$ cat src/rtl/mac_drain.sv
// mac_drain: sequences a K_LEN-cycle dot product on an external mac stage, then
// requantizes the accumulator with rounding and saturation into a result FIFO.
module mac_drain #(
    parameter int K_LEN      = 8,
    parameter int FIFO_DEPTH = 4
) (
    input  logic               clk,
    input  logic               rst,
    input  logic               start,
    output logic               start_ready,
    input  logic [3:0]         shift,
    output logic               operand_en,
    output logic               macc_clear,
    input  logic signed [18:0] acc_in,
    output logic               out_valid,
    input  logic               out_ready,
    output logic signed [7:0]  out_data,
    output logic               out_sat
);
    localparam int          AW      = $clog2(FIFO_DEPTH);
    localparam logic [AW:0] DEPTH_C = (AW + 1)'(FIFO_DEPTH);
    localparam logic [7:0]  K_LAST  = 8'(K_LEN - 1);

    typedef enum logic [1:0] {IDLE, ACCUM, CAPTURE} state_t;

    state_t             state, state_nx;
    logic [7:0]         cnt;
    logic [3:0]         shift_q;
    logic               accept, push, pop;

    logic [AW-1:0]      wr_ptr, rd_ptr;
    logic [AW:0]        count;
    logic signed [7:0]  mem_data [FIFO_DEPTH];
    logic               mem_sat  [FIFO_DEPTH];

    logic signed [19:0] acc_ext, rnd, rq;
    logic signed [7:0]  rq_data;
    logic               rq_sat;

    // NOTE: every output of this block gets a default first so no path leaves
    // a signal unassigned, which would otherwise infer a latch.
    always_comb begin
        state_nx    = state;
        start_ready = 1'b0;
        operand_en  = 1'b0;
        macc_clear  = 1'b0;
        case (state)
            IDLE: begin
                start_ready = (count < DEPTH_C);
                if (start && start_ready) state_nx = ACCUM;
            end
            ACCUM: begin
                operand_en = 1'b1;
                macc_clear = (cnt == 8'd0);
                if (cnt == K_LAST) state_nx = CAPTURE;
            end
            CAPTURE: state_nx = IDLE;
            default: state_nx = IDLE;
        endcase
    end

    assign accept = start && start_ready;
    assign push   = (state == CAPTURE);
    assign pop    = out_valid && out_ready;

    // NOTE: state registers use non-blocking assignments so every flop samples
    // pre-edge values regardless of block evaluation order.
    always_ff @(posedge clk) begin
        if (rst) begin
            state   <= IDLE;
            cnt     <= 8'd0;
            shift_q <= 4'd0;
        end else begin
            state <= state_nx;
            if (accept) shift_q <= shift;
            if (state == ACCUM) cnt <= (cnt == K_LAST) ? 8'd0 : cnt + 8'd1;
            else                cnt <= 8'd0;
        end
    end

    // Round half up, then arithmetic shift; 20 bits hold acc_in plus the rounding term.
    always_comb begin
        acc_ext = {acc_in[18], acc_in};
        rnd     = (shift_q == 4'd0) ? 20'sd0 : (20'sd1 <<< (shift_q - 4'd1));
        rq      = (acc_ext + rnd) >>> shift_q;
        rq_sat  = 1'b0;
        rq_data = rq[7:0];
        if (rq > 20'sd127) begin
            rq_data = 8'sd127;
            rq_sat  = 1'b1;
        end else if (rq < -20'sd128) begin
            rq_data = -8'sd128;
            rq_sat  = 1'b1;
        end
    end

    always_ff @(posedge clk) begin
        if (rst) begin
            wr_ptr <= '0;
            rd_ptr <= '0;
            count  <= '0;
        end else begin
            if (push) wr_ptr <= wr_ptr + AW'(1);
            if (pop)  rd_ptr <= rd_ptr + AW'(1);
            case ({push, pop})
                2'b10:   count <= count + (AW + 1)'(1);
                2'b01:   count <= count - (AW + 1)'(1);
                default: count <= count;
            endcase
        end
    end

    // NOTE: storage is not reset; out_valid gates it, so stale entries are never observed.
    always_ff @(posedge clk) begin
        if (push) begin
            mem_data[wr_ptr] <= rq_data;
            mem_sat[wr_ptr]  <= rq_sat;
        end
    end

    assign out_valid = (count != '0);
    assign out_data  = out_valid ? mem_data[rd_ptr] : 8'sd0;
    assign out_sat   = out_valid ? mem_sat[rd_ptr]  : 1'b0;

endmodule

$ cat config.mk
export PLATFORM = sky130hd
export DESIGN_NAME = mac_drain
export DESIGN_NICKNAME = d
export VERILOG_FILES = /design/src/rtl/mac_drain.sv
export SDC_FILE = /design/constraint.sdc
export NUM_CORES = 1
export LEC_CHECK = 0
export BUFFER_PORTS_ARGS = -buffer_cell sky130_fd_sc_hd__buf_2
export CORE_MARGIN = 8
export CORE_UTILIZATION = 40
export DETAILED_ROUTE_END_ITERATION = 10
export GPL_ROUTABILITY_DRIVEN = 0
export GPL_TIMING_DRIVEN = 0
export PLACE_DENSITY_LB_ADDON = 0.15
export REMOVE_ABC_BUFFERS = 1
export SLEW_MARGIN = 20
export SYNTH_ARGS = -nofsm -noshare
export SYNTH_HDL_FRONTEND = slang
export SYNTH_SLANG_ARGS = --single-unit
$ cat constraint.sdc
create_clock -name clk -period 4.5 [get_ports clk]
set_input_delay 0.675 -clock clk [delete_from_list [all_inputs] [get_ports clk]]
set_output_delay 0.675 -clock clk [all_outputs]
set_load 0.05 [all_outputs]
==> results.md <==
- Ys flop type: edfxtp_1
- Num rows: 40
- Core Box Area: 11900 um2
- Final Cycle Share: 0.981
- Slew @ Worst Pin: 611 ps
- FF-to-FF Start: shift_q[0]
- Post-CTS Hold Buffers: 0
- Clock tree buffer depth: 2
- Max stage delay on crit path: 510 ps
- Asr flop ratio synth: 0
- CTS clk-pin slew, worst paths: about 50 ps
- Die area: roughly 16000 um2
- Largest net degree at the start of global routing: 20
- Number of I/O port buffers: 39
- H-tree depth: 3
- Ratio of cells with drive above 1 in the final layout: 0.339
- Final Hold Fails: 0
- Mapped cell area: 4840 um2
- Vias per Instance: 5.91
- First-pass GRT wire length: between 20 and 25 mm
- Setup TNS: 0 ps
- Cell mode on critical path: o41a_1
- DRC Markers: 0
- Worst path slowest cell: or4_4
- # Max-Cap Violations: 0
- Mean Syn Cell Area: 9.20 um2
- LEAKAGE: 2.29 nW
- N_diodes: 0
- Setup crit end kind: flip-flop
- Final clock skew: 7.82 ps
- Setup CP Type: reg -> reg
- Post-Synthesis Cells: ~530
- Critical path launch point: shift_q[0]
- Root buf cell: clkbuf_16
- Final HPWL DP: 9.40 mm
- Initial antenna violation count: 0
- Pwr/cell area: 285 nW/um2
- CTS buffer count: 9
- Total track usage: 0.168
- Critical-path cell list: clkinvlp_4, buf_6, nand2_8, nor2_1, ha_2, nand4_1, buf_4, or4_4, a311oi_2, a221o_1, nor3_2, o41a_1, o41a_1, o31ai_4, buf_12, a22oi_2
- Reg2Reg Depth: 16
- Hold path start: cnt[0]
- Design Power: approximately 1.7 mW
- Vias in the first global route: around 4200
- Final wirelength: 13.7 mm
- Average wire per standard cell: 18.6 um
- R2R Setup Slk: between 80 and 90 ps
- Clk Latency, worst-skew pair: around 320 ps
- Buf+Inv Stages, Crit Path: 4
- Startpoint types: flip-flop
- Slew Limit Fails: 0
- Starting density of the core: 0.406
- Vias: between 4000 and 5000
- Peak VDD IR: approximately 0.00022 V
- Crit path max fanout: 11
- EDFF count, synth: 36
- Final Core Density: 0.504
- Worst hold path depth: 1
- Critical path depth: 16
- CTS Sinks: between 50 and 60
- Die W: around 130 um
- Gr ovfl total: 0
- Hold WC Path Type: reg -> reg
- Final ANT Viol Nets: 0
- Flops & latches, synth: 59
- Final setup fails: 0
- Status: complete, no violations
- Fmax: 0.226 GHz
- DRT iter0 DRCs: around 400
- P&R area growth vs syn: 24.2%
- Die Ht: 126 um
- Crit path DAT: 4460 ps
- IO Pins: 40
- Min cycle time layout: 4420 ps
- Ys Warns: 0
- CTS tree: built
- Drt pass-1 iters: 5
- Crit path required time: about 4500 ps
- Library cells used by synthesis: 80
- Slew HR: 0.588
- Post-layout nets: 637
- Top cell family by delay on the critical path: compound AO/OA/AOI/OAI gates
- Register area share after synthesis: 0.319
-- sequential cells by signal (all words and copies together) (netlist names), named ones only --
| signal | flops |
|---|---|
| cnt | 8 |
| shift_q | 4 |
| mem_sat | 4 |
| rd_ptr | 2 |
| state | 2 |
| count | 3 |
| mem_data | 32 |
| wr_ptr | 2 |
-- area by class of cell --
class	count	area, um2
clock inverters	5	53.8
repair buffers	75	482
fillers	1131	5910
multi-input cells	420	3380
inverters	18	93.8
clock buffers	11	243
well taps	147	184
repair inverters	2	10.0
flip-flops and latches	59	1560
-- through the flow --
step | hold WS [ps] | std cells | instance area (um2) | worst slack [ps]
after global placement | 439 | 683 | 5000 | -1490
after global routing | 492 | 737 | 6010 | -3.07
final | 469 | 737 | 6010 | 84.8
after detailed placement | 471 | 683 | 5000 | -1550
after CTS | 482 | 730 | 5720 | 4.92
after floorplan | 426 | 497 | 4620 | -302
-- worst paths after layout --
path | to
worst min register to register | cnt[0]
worst max-delay path | mem_data[0][0]
worst min-delay path | cnt[0]
worst max register to register | mem_data[0][0]
-- per-layer routing --
metal,routed length [um],share of wire,global-route usage
met5,0,0,0
met4,178,0.013,0.0418
met3,821,0.060,0.0342
met2,6420,0.47,0.271
met1,6250,0.46,0.224
-- synth_stat cells, types with 10 or more instances --
library cell	number	area share
nand3_1	13	0.013
clkbuf_1	14	0.011
edfxtp_1	36	0.22
o21ai_0	22	0.023
and2_1	17	0.022
or3_1	12	0.016
a21oi_1	40	0.041
mux4_2	10	0.047
ha_1	23	0.059
inv_1	16	0.012
dfxtp_1	23	0.095
nand2_1	40	0.031
xnor2_1	11	0.020
mux2i_1	17	0.035
xor2_1	11	0.020
nor2_1	66	0.051
-- kinds of logic after synthesis --
kind of cell | Yosys count | synth area share
AND/OR/NAND/NOR | 195 | 0.202
XOR/XNOR | 22 | 0.0398
other | 1 | 0.000775
flip-flops | 59 | 0.319
buffers and inverters | 47 | 0.0587
adder cells (fa/ha/maj) | 25 | 0.0678
multiplexers | 34 | 0.101
AO/OA/AOI/OAI | 143 | 0.212
-- cell usage in the layout, fill, tap and decap left out, types with 7 or more instances in the layout --
master and n:
xor2_1 11, edfxtp_1 36, and2_1 17, o21ai_1 8, xnor2_1 11, mux4_2 10
or3_1 10, buf_2 39, o21ai_0 17, a22oi_2 7, clkbuf_16 9, inv_1 13
a21oi_2 9, nand2_1 34, dfxtp_1 19, buf_4 34, nand3_1 12, mux2i_1 17
ha_1 14, o211ai_1 8, a21oi_1 32, nor2_1 64
-- power breakdown --
part           internal, mW  switching [mW]
clock network         0.440           0.223
registers             0.586         0.00865
logic                 0.182           0.270
total                  1.21           0.502
-- what timing repair did --
action / CTS / global route
setup endpoints to repair: 32 / 32
buffers inserted: 29 / 7
gates cloned: 2 / 0
hold endpoints to repair: 0 / 0
gates resized for setup: 49 / 48
pin swaps: 13 / 20
Power figures use the tool's default switching activity.
